==> config.mk <==
export PLATFORM = sky130hd
export DESIGN_NAME = lsu_port_flat
export DESIGN_NICKNAME = d
export VERILOG_FILES = /design/src/rtl/lsu_port_pkg.sv /design/src/rtl/lsu_port_if.sv /design/src/rtl/lsu_port_align.sv /design/src/rtl/lsu_port.sv /design/src/flat_wrapper.sv
export SDC_FILE = /design/constraint.sdc
export NUM_CORES = 1
export LEC_CHECK = 0
export ABC_AREA = 1
export BUFFER_PORTS_ARGS = -buffer_cell sky130_fd_sc_hd__buf_2
export CORE_MARGIN = 1.5
export CORE_UTILIZATION = 53
export CTS_CLUSTER_SIZE = 12
export DETAILED_ROUTE_END_ITERATION = 12
export PLACE_DENSITY = 0.85
export SKIP_LAST_GASP = 1
export SLEW_MARGIN = 25
export SYNTH_ARGS = -nofsm -noshare
export SYNTH_HDL_FRONTEND = slang
export SYNTH_HIERARCHICAL = 1
export SYNTH_SLANG_ARGS = --single-unit
==> constraint.sdc <==
create_clock -name clk -period 4.9 [get_ports clk]
set_clock_uncertainty 0.15 [all_clocks]
set_input_delay 0.98 -clock clk [delete_from_list [all_inputs] [get_ports clk]]
set_output_delay 0.98 -clock clk [all_outputs]
set_load 0.1 [all_outputs]
==> src/rtl/lsu_port_pkg.sv <==
// Shared definitions for the load/store port.
// funct3 codes for RV32I loads/stores, the FSM state type, and a small
// decode helper used by the alignment logic.
package lsu_port_pkg;

  localparam logic [2:0] LSU_B  = 3'b000;
  localparam logic [2:0] LSU_H  = 3'b001;
  localparam logic [2:0] LSU_W  = 3'b010;
  localparam logic [2:0] LSU_BU = 3'b100;
  localparam logic [2:0] LSU_HU = 3'b101;

  typedef enum logic [2:0] {
    LSU_IDLE,
    LSU_ACCESS,
    LSU_RESP,
    LSU_DONE,
    LSU_FAULT
  } lsuState_e;

  function automatic logic isHalf(input logic [2:0] funct3);
    return (funct3 == LSU_H) || (funct3 == LSU_HU);
  endfunction

endpackage

==> src/rtl/lsu_port_if.sv <==
// Bus bundle between the core, the load/store port and memory port B.
//   Core side : req, req_store, req_funct3, req_addr, req_wdata -> LSU
//               ready, done, err, load_data                     <- LSU
//   Memory    : mem_en, mem_we, mem_addr, mem_din              <- LSU
//               mem_dout (registered, 1-cycle latency)         -> LSU
// master = core + memory environment, slave = lsu_port.
interface lsu_port_if #(
  parameter int unsigned ADDR_WIDTH = 15,
  parameter int unsigned NUM_COL    = 4,
  parameter int unsigned COL_WIDTH  = 8
);
  logic                          req;
  logic                          req_store;
  logic [2:0]                    req_funct3;
  logic [31:0]                   req_addr;
  logic [31:0]                   req_wdata;
  logic                          ready;
  logic                          done;
  logic                          err;
  logic [31:0]                   load_data;
  logic                          mem_en;
  logic [NUM_COL-1:0]            mem_we;
  logic [ADDR_WIDTH-1:0]         mem_addr;
  logic [NUM_COL*COL_WIDTH-1:0]  mem_din;
  logic [NUM_COL*COL_WIDTH-1:0]  mem_dout;

  modport master (
    output req, req_store, req_funct3, req_addr, req_wdata, mem_dout,
    input  ready, done, err, load_data, mem_en, mem_we, mem_addr, mem_din
  );

  modport slave (
    input  req, req_store, req_funct3, req_addr, req_wdata, mem_dout,
    output ready, done, err, load_data, mem_en, mem_we, mem_addr, mem_din
  );
endinterface

==> src/rtl/lsu_port_align.sv <==
// lsu_align: combinational datapath of the load/store port.
//   chk*  : request legality check plus store lane enables / replicated data
//   fmt*  : byte/halfword extraction and sign/zero extension of read data
module lsu_align
  import lsu_port_pkg::*;
#(
  parameter int unsigned ADDR_WIDTH = 15,
  parameter int unsigned NUM_COL    = 4,
  parameter int unsigned COL_WIDTH  = 8
) (
  input  logic                         chkStore,
  input  logic [2:0]                   chkFunct3,
  input  logic [31:0]                  chkAddr,
  input  logic [31:0]                  chkWdata,
  output logic                         chkLegal,
  output logic [NUM_COL-1:0]           stWe,
  output logic [NUM_COL*COL_WIDTH-1:0] stDin,
  input  logic [2:0]                   fmtFunct3,
  input  logic [1:0]                   fmtLane,
  input  logic [NUM_COL*COL_WIDTH-1:0] fmtRdata,
  output logic [31:0]                  fmtData
);

  localparam int unsigned DW = NUM_COL * COL_WIDTH;

  logic                   badFunct3;
  logic                   badStore;
  logic                   halfMis;
  logic                   wordMis;
  logic                   outOfRange;
  logic [COL_WIDTH-1:0]   byteSel;
  logic [2*COL_WIDTH-1:0] halfSel;

  always_comb begin
    badFunct3  = chkFunct3 inside {3'b011, 3'b110, 3'b111};
    badStore   = chkStore & chkFunct3[2];
    halfMis    = isHalf(chkFunct3) & chkAddr[0];
    wordMis    = (chkFunct3 == LSU_W) & (chkAddr[1:0] != 2'b00);
    outOfRange = (chkAddr >> (ADDR_WIDTH + 2)) != '0;
    chkLegal   = !(badFunct3 | badStore | halfMis | wordMis | outOfRange);
  end

  // Lane enables and data only matter for legal stores; loads write nothing.
  always_comb begin
    stWe  = '0;
    stDin = '0;
    if (chkStore) begin
      case (chkFunct3)
        LSU_B: begin
          stWe  = NUM_COL'(4'b0001) << chkAddr[1:0];
          stDin = {NUM_COL{chkWdata[COL_WIDTH-1:0]}};
        end
        LSU_H: begin
          stWe  = NUM_COL'(4'b0011) << chkAddr[1:0];
          stDin = {(NUM_COL/2){chkWdata[2*COL_WIDTH-1:0]}};
        end
        LSU_W: begin
          stWe  = '1;
          stDin = DW'(chkWdata);
        end
        default: begin
          stWe  = '0;
          stDin = '0;
        end
      endcase
    end
  end

  always_comb begin
    byteSel = fmtRdata[COL_WIDTH*fmtLane +: COL_WIDTH];
    halfSel = fmtRdata[2*COL_WIDTH*fmtLane[1] +: 2*COL_WIDTH];
    case (fmtFunct3)
      LSU_B:   fmtData = {{(32-COL_WIDTH){byteSel[COL_WIDTH-1]}}, byteSel};
      LSU_BU:  fmtData = {{(32-COL_WIDTH){1'b0}}, byteSel};
      LSU_H:   fmtData = {{(32-2*COL_WIDTH){halfSel[2*COL_WIDTH-1]}}, halfSel};
      LSU_HU:  fmtData = {{(32-2*COL_WIDTH){1'b0}}, halfSel};
      default: fmtData = 32'(fmtRdata);
    endcase
  end

endmodule

==> src/rtl/lsu_port.sv <==
// lsu_port: drives port B of the byte-enabled dual-port memory for the core.
// One load/store at a time: IDLE -> ACCESS -> RESP -> DONE (legal) or
// IDLE -> FAULT (illegal). All bus outputs except ready are registered.
//   clk, rst_n : clock, synchronous active-low reset
//   bus        : lsu_port_if.slave (core request/response + memory port B)
module lsu_port
  import lsu_port_pkg::*;
#(
  parameter int unsigned ADDR_WIDTH = 15,
  parameter int unsigned NUM_COL    = 4,
  parameter int unsigned COL_WIDTH  = 8
) (
  input logic       clk,
  input logic       rst_n,
  lsu_port_if.slave bus
);

  localparam int unsigned DW = NUM_COL * COL_WIDTH;

  lsuState_e             state, stateNext;
  logic                  storeQ, storeD;
  logic [2:0]            funct3Q, funct3D;
  logic [1:0]            laneQ, laneD;
  logic                  memEnQ, memEnD;
  logic [NUM_COL-1:0]    memWeQ, memWeD;
  logic [ADDR_WIDTH-1:0] memAddrQ, memAddrD;
  logic [DW-1:0]         memDinQ, memDinD;
  logic                  doneQ, doneD;
  logic                  errQ, errD;
  logic [31:0]           loadDataQ, loadDataD;

  logic                  legal;
  logic [NUM_COL-1:0]    alignWe;
  logic [DW-1:0]         alignDin;
  logic [31:0]           fmtData;

  lsu_align #(
    .ADDR_WIDTH(ADDR_WIDTH),
    .NUM_COL   (NUM_COL),
    .COL_WIDTH (COL_WIDTH)
  ) u_align (
    .chkStore (bus.req_store),
    .chkFunct3(bus.req_funct3),
    .chkAddr  (bus.req_addr),
    .chkWdata (bus.req_wdata),
    .chkLegal (legal),
    .stWe     (alignWe),
    .stDin    (alignDin),
    .fmtFunct3(funct3Q),
    .fmtLane  (laneQ),
    .fmtRdata (bus.mem_dout),
    .fmtData  (fmtData)
  );

  // Output register inputs are computed alongside the next state so that
  // mem_en/done line up with ACCESS/DONE/FAULT exactly one cycle each.
  always_comb begin
    stateNext = state;
    storeD    = storeQ;
    funct3D   = funct3Q;
    laneD     = laneQ;
    memEnD    = 1'b0;
    memWeD    = '0;
    memAddrD  = memAddrQ;
    memDinD   = memDinQ;
    doneD     = 1'b0;
    errD      = 1'b0;
    loadDataD = loadDataQ;
    case (state)
      LSU_IDLE: begin
        if (bus.req) begin
          storeD  = bus.req_store;
          funct3D = bus.req_funct3;
          laneD   = bus.req_addr[1:0];
          if (legal) begin
            stateNext = LSU_ACCESS;
            memEnD    = 1'b1;
            memWeD    = alignWe;
            memAddrD  = bus.req_addr[ADDR_WIDTH+1:2];
            memDinD   = alignDin;
          end else begin
            stateNext = LSU_FAULT;
            doneD     = 1'b1;
            errD      = 1'b1;
          end
        end
      end
      LSU_ACCESS: stateNext = LSU_RESP;
      LSU_RESP: begin
        stateNext = LSU_DONE;
        doneD     = 1'b1;
        if (!storeQ) loadDataD = fmtData;
      end
      LSU_DONE:  stateNext = LSU_IDLE;
      LSU_FAULT: stateNext = LSU_IDLE;
      default:   stateNext = LSU_IDLE;
    endcase
  end

  always_ff @(posedge clk) begin
    if (!rst_n) state <= LSU_IDLE;
    else        state <= stateNext;
  end

  always_ff @(posedge clk) begin
    if (!rst_n) begin
      storeQ    <= 1'b0;
      funct3Q   <= '0;
      laneQ     <= '0;
      memEnQ    <= 1'b0;
      memWeQ    <= '0;
      memAddrQ  <= '0;
      memDinQ   <= '0;
      doneQ     <= 1'b0;
      errQ      <= 1'b0;
      loadDataQ <= '0;
    end else begin
      storeQ    <= storeD;
      funct3Q   <= funct3D;
      laneQ     <= laneD;
      memEnQ    <= memEnD;
      memWeQ    <= memWeD;
      memAddrQ  <= memAddrD;
      memDinQ   <= memDinD;
      doneQ     <= doneD;
      errQ      <= errD;
      loadDataQ <= loadDataD;
    end
  end

  assign bus.ready     = (state == LSU_IDLE);
  assign bus.done      = doneQ;
  assign bus.err       = errQ;
  assign bus.load_data = loadDataQ;
  assign bus.mem_en    = memEnQ;
  assign bus.mem_we    = memWeQ;
  assign bus.mem_addr  = memAddrQ;
  assign bus.mem_din   = memDinQ;

endmodule

==> src/flat_wrapper.sv <==
// flat-port wrapper written by rule: the top's interface ports become plain ports
module lsu_port_flat import lsu_port_pkg::*;
#(
  parameter int unsigned ADDR_WIDTH = 15,
  parameter int unsigned NUM_COL    = 4,
  parameter int unsigned COL_WIDTH  = 8
)
  (clk, rst_n, bus_req, bus_req_store, bus_req_funct3, bus_req_addr, bus_req_wdata, bus_mem_dout, bus_ready, bus_done, bus_err, bus_load_data, bus_mem_en, bus_mem_we, bus_mem_addr, bus_mem_din);
  lsu_port_if #(.ADDR_WIDTH(ADDR_WIDTH), .NUM_COL(NUM_COL), .COL_WIDTH(COL_WIDTH)) bus_i ();
  input logic clk;
  input logic rst_n;
  input wire logic [$bits(bus_i.req)-1:0] bus_req;
  input wire logic [$bits(bus_i.req_store)-1:0] bus_req_store;
  input wire logic [$bits(bus_i.req_funct3)-1:0] bus_req_funct3;
  input wire logic [$bits(bus_i.req_addr)-1:0] bus_req_addr;
  input wire logic [$bits(bus_i.req_wdata)-1:0] bus_req_wdata;
  input wire logic [$bits(bus_i.mem_dout)-1:0] bus_mem_dout;
  output wire logic [$bits(bus_i.ready)-1:0] bus_ready;
  output wire logic [$bits(bus_i.done)-1:0] bus_done;
  output wire logic [$bits(bus_i.err)-1:0] bus_err;
  output wire logic [$bits(bus_i.load_data)-1:0] bus_load_data;
  output wire logic [$bits(bus_i.mem_en)-1:0] bus_mem_en;
  output wire logic [$bits(bus_i.mem_we)-1:0] bus_mem_we;
  output wire logic [$bits(bus_i.mem_addr)-1:0] bus_mem_addr;
  output wire logic [$bits(bus_i.mem_din)-1:0] bus_mem_din;
  assign bus_i.req = bus_req;
  assign bus_i.req_store = bus_req_store;
  assign bus_i.req_funct3 = bus_req_funct3;
  assign bus_i.req_addr = bus_req_addr;
  assign bus_i.req_wdata = bus_req_wdata;
  assign bus_i.mem_dout = bus_mem_dout;
  assign bus_ready = bus_i.ready;
  assign bus_done = bus_i.done;
  assign bus_err = bus_i.err;
  assign bus_load_data = bus_i.load_data;
  assign bus_mem_en = bus_i.mem_en;
  assign bus_mem_we = bus_i.mem_we;
  assign bus_mem_addr = bus_i.mem_addr;
  assign bus_mem_din = bus_i.mem_din;
  lsu_port #(.ADDR_WIDTH(ADDR_WIDTH), .NUM_COL(NUM_COL), .COL_WIDTH(COL_WIDTH)) u_core (.clk(clk), .rst_n(rst_n), .bus(bus_i));
endmodule
======== After elaboration in Yosys (flattened, before gate mapping) ========
Index checks and enable logic that the tools add are counted.
storage, ports and cells
  register bits ........................... 95
  latch bits .............................. 0
  bits in writable memories ............... 0
  memory bits (read-only) ................. 0
  input port bits ......................... 103
  output and inout port bits .............. 87
  logic and storage cells ................. 64
  memories ................................ 0
operators by class
  add/sub/neg operators ................... 0
  multiply operators ...................... 0
  div/mod/pow operators ................... 0
  $lt $le $gt $ge ......................... 0
  equal/unequal tests ..................... 12
  shift-type cells ........................ 4
  muxes and demuxes ....................... 11
  bitwise operators ....................... 13
  reduce and logical (&&, ||, !) cells .... 13
operators by type and width
  operator             count
  $pmux 32 s4          1
  $pmux 32 s3          1
  $mux 32              1
  $reduce_bool 32->1   1
  $shiftx 32x6->16     1
  $shiftx 32x6->8      1
  $eq 3x3->1 const B   5
  $pmux 4 s3           1
  $eq 3x1->1 const B   3
  $eq 3x2->1 const B   3
  $logic_not 3->1      3
  $pmux 3 s3           1
  $mux 3               2
  $not 1->1            6
  $reduce_and 2->1     3
  $reduce_and 3->1     2
  $reduce_or 5->1      1
  $or 1x1->1           4
  $shl 1x2->4 const A  1
  $shl 2x2->4 const A  1
  $and 1x1->1          3
  $mux 1               3
  $reduce_bool 3->1    1
  $ne 2x2->1 const B   1
  other kinds (3)      3

======== Longest topological paths before layout ========
  depth after elaboration ................. 9
  depth in mapped cells ................... 10
  mapped depth without buffers ............ 9

======== Hierarchy ========
The synthesis kept the hierarchy.
modules (own cells, without submodules)
  module     instances  cells an instance  area an instance (µm²)  seq. area each (µm²)
  lsu_port   1          528                3721.1                  1901.8
  lsu_align  1          324                1407.6                  0.0

======== Worst setup path before layout ========
Ideal clock, no wire load.
  kind .................................... input-to-reg
  from .................................... input port bus_req_store
  to ...................................... register u_core.memDinQ[21] (netlist: u_core/bus.mem_din[21])
  setup time .............................. 0.113 ns
  arrival ................................. 2.210 ns
  data required time ...................... 4.637 ns
  slack ................................... 2.427 ns
  stages on the path ...................... 9
  buffers on the path ..................... 3
  cells stage by stage .................... buf_2 > o21ai_0 > o211ai_1 > nor2_1 > nand4_4 > buf_4 > buf_4 > nor2_1 > nor2_1
on the way
  word-level cells in the longest chain between the ends .. 7
  elaborated cells between the ends (all ways) .. 8
  those cells by class .................... mux (1); bitwise (6); reduce/logical (1)
ends and longest elaborated chain
  element                     RTL line              text
  start: declaration          flat_wrapper.sv:13    input wire logic [$bits(bus_i.req_store)-1:0] bus_req_store;
  $and 1x1->1                 lsu_port_align.sv:36  badStore = chkStore & chkFunct3[2];
  $or 1x1->1 (4 in series)    lsu_port_align.sv:40  chkLegal = !(badFunct3 | badStore | halfMis | wordMis | outOfRange);
  $not 1->1 (no line)         n/a
  $reduce_and 3->1 (no line)  n/a
  end signal: assignment      lsu_port.sv:124       memDinQ <= memDinD;
  end: declaration            lsu_port.sv:27        logic [DW-1:0] memDinQ, memDinD;
Several ways; a longest one is shown, not always the timed one.
A chain may end at the register's enable or synchronous reset.

======== Final worst setup path ========
  from .................................... register u_core.state[2]
  to ...................................... output port bus_ready
on the way
  word-level cells in the longest chain between the ends .. 1
ends and longest elaborated chain
  element                   RTL line            text
  start: declaration        lsu_port.sv:20      lsuState_e state, stateNext;
  start signal: assignment  lsu_port.sv:102     else state <= stateNext;
  $logic_not 3->1           lsu_port.sv:131     assign bus.ready = (state == LSU_IDLE);
  end: declaration          flat_wrapper.sv:18  output wire logic [$bits(bus_i.ready)-1:0] bus_ready;
Every way passes these cells.

==> flow_summary.toml <==
[synth]
synthTopCellsByCount = "299 x nand2_1, 134 x nor2_1, 95 x dfxtp_1"
synthXorXnorAreaFrac_pct = 0
synth_ff_type = "dfxtp_1"
synth_compound_area_share_pct = 6.17
synth-edff-count = 0
yosysSeqAreaShare_pct = 37.1
netlist_area_sq_um = 5130
synth.top_cell.area_share_pct = 37.1
synth-simple-area-share_pct = 44.5
synth_warnings = 6
synth.area.top_cells = "dfxtp_1 37%, nand2_1 22%, nor2_1 9.8%"
synth_most_common_cell = "nand2_1"
synth_nets = 955
muxShareOfSynthArea_pct = 0
yosys.area_share.adder_pct = 0
synth.distinct_cells = 26
synth_top_area_cell = "dfxtp_1"
synthArstFlopShare_pct = 0
ys_seq_elements = 95
syn_inst = 852
syn-mean-instance-area_sq_um = 6.02
synth_top_family_by_area = "simple AND/OR/NAND/NOR gates"

[timing]
maxSlewHeadroom_pct = 42.9
setup_tns_ns = 0
fmax_mhz = 306
setup-violations-final = 0
hold_violations = 0
period_share_pct = 66.7
tightest_slew_ns = 0.856
finalCriticalPeriod_ns = 3.27
final.setup.worst_slack_ns = 1.63
drv_slew = 0
rsz0062_at_grt = "false"

[pwr]
p_seq_share_pct = 49.8
internal_power_mw = 1.10
ir_drop_uv = 131
p_sw_mw = 0.478
totalPowerFinal_mw = 1.58
power_leakage_nw = 3.59
power_density_nw_per_um2 = 252
switching_share_pct = 30.2
p_clk_share_pct = 35.6
combinationalPowerShare_pct = 14.6

[grt]
antenna_found_initial = 0
grt_pass1_wl_mm = 22.5
grtUsageMet2_pct = 47.0
grt_max_degree = 56
gr-usage-met3_pct = 6.97
grt_overflow_total = 0
globalRouteTotalUtil_pct = 27.2
grt_pass1_vias = 5013
grt_most_used_layer = "met2"
use_met1_pct = 33.0

[floorplanning]
die_x_microns = 101
initial_core_util_pct = 55.0
coreArea_sq_um = 9330
die-area_sq_um = 10300
rows = 35
die_h_microns = 101
design.portCount = 190

[clocking]
clkLatencyLatePin_ns = 0.37
post_cts_resized = 0
cts_setup_buffers = 0
clock_sinks = 95
clock_tree.root_cell = "clkbuf_8"
clockBufferDepth = 2
numCtsBuffers = 9
htreeDepth = 3
cts_tree = "yes"
ctsHoldBuffers = 0
clk_pin_slew_ns = 0.10

[critical_path]
r2r_start = "u_core/state[2]$_SDFFE_PN0P_"
cp-end-kind = "output port"
critPathRequiredTime_ns = 3.77
worst_r2r_path_depth = 6
startpoint_type = "register"
critPathMaxFanout = 37
crit_type = "reg -> out"
r2r_setup_slack_ns = 2.52
reg2reg_to = "u_core/bus.mem_din[28]$_SDFFE_PN0P_"
critPathArrivalTime_ns = 2.14

[route]
wl_mm = 14.0
drc = 0
num_vias = 5675
wl_per_cell_microns = 12.2
antenna_left = 0
drtPass1Iterations = 5
via_per_inst = 4.95
drtIter0Drc = 310

[layout]
final_net_count = 1115
layout-drive-gt1-share_pct = 23.4
fillers = 903
final_util_pct = 67.3
fin_area_sq_um = 6270
diodes = 0
regArea_sq_um = 1900
synthToLayoutAreaGrowth_pct = 22.3
multi_input_area_sq_um = 2600

[place]
gp_congestion = 0.920
dp_slack_ns = 1.89
hpwlAfterDp_mm = 9.92
port_buffers = 189
placed_area_sq_um = 6060

[job]
drv_cap = 0

[min_path]
holdPathStages = 2
min_to = "u_core/bus.load_data[12]$_SDFFE_PN0P_"
min_from = "u_core/bus.load_data[12]$_SDFFE_PN0P_"
hold_path_class = "reg -> reg"

[run_status]
status = "finished clean"
-- registers in the layout, summed over array words and instances, names as in the netlist --
register              count
u_core/bus.load_data     32
u_core/bus.mem_addr      15
u_core/storeQ             1
u_core/laneQ              2
u_core/bus.mem_we         4
u_core/funct3Q            3
u_core/bus.mem_en         1
u_core/state              3
u_core/bus.done           1
u_core/bus.err            1
u_core/bus.mem_din       32
-- cells in the final DEF, fill, tap and decap left out, types with 2 or more instances in the layout --
master,count
a21oi_1,46
buf_2,189
buf_4,7
clkbuf_8,9
clkinv_1,2
dfxtp_1,94
inv_1,91
inv_2,13
inv_8,2
nand2_1,299
nand3_1,60
nand4_1,32
nor2_1,134
nor2_2,5
nor2_4,3
nor3_1,2
nor3b_1,4
o211ai_1,2
o21ai_0,11
-- power groups by stage --
stage / Clock (mW) / Combinational, mW / Sequential (mW)
2_1_floorplan: 0 / 0.151 / 0.806
3_3_place_gp: 0 / 0.227 / 0.806
3_5_place_dp: 0 / 0.227 / 0.806
4_1_cts: 0.574 / 0.229 / 0.788
5_1_grt: 0.603 / 0.260 / 0.790
6_report: 0.563 / 0.231 / 0.788
-- final cells by class --
type                            instances  share of cell area, %
Inverter                              106                   6.34
Clock buffer                            9                   1.97
Timing Repair Buffer                  196                   15.9
Multi-Input combinational cell        604                   41.4
Tap cell                              129                   2.57
Sequential cell                        95                   30.3
Clock inverter                          7                   1.44
-- worst max path at each step --
stage                                 start                                  end  slack [ns]
5_1_grt        u_core/state[2]$_SDFFE_PN0P_                            bus_ready        1.46
6_report       u_core/state[2]$_SDFFE_PN0P_                            bus_ready        1.63
4_1_cts        u_core/state[2]$_SDFFE_PN0P_                            bus_ready        1.63
3_5_place_dp               bus_req_addr[22]  u_core/bus.mem_din[28]$_SDFFE_PN0P_        1.89
2_1_floorplan                 bus_req_store  u_core/bus.mem_din[21]$_SDFFE_PN0P_        2.43
3_3_place_gp               bus_req_addr[24]  u_core/bus.mem_din[13]$_SDFFE_PN0P_        1.94
-- per-layer routing --
metal  vias up  part of all wire [%]  wire length (microns)
met5         -                     0                      0
li1       2944                     -                      -
met4         0                   2.1                    301
met2       251                    48                   6690
met1      2453                    41                   5730
met3        27                   9.1                   1280
-- metrics by stage --
| stage | cells | hold slack (ns) |
|---|---|---|
| 2_1_floorplan | 852 | 0.323 |
| 3_5_place_dp | 1130 | 0.299 |
| 5_1_grt | 1146 | 0.332 |
| 6_report | 1146 | 0.313 |
| 4_1_cts | 1146 | 0.314 |
| 3_3_place_gp | 1130 | 0.297 |
-- cells by family (layout without fill, tap and decap cells) --
logic type / Yosys count / after routing
AOI/OAI and AO/OA: 60 / 60
buffers and inverters: 153 / 318
and+or+nand+nor: 544 / 544
DFF: 95 / 95
-- critical path: stages (launching register included) --
cell     delay [ns]
dfxtp_1        0.35
nor2_4         0.64
nand2_1        0.19
inv_1          0.15
buf_2          0.44
Power figures use the tool's default switching activity.
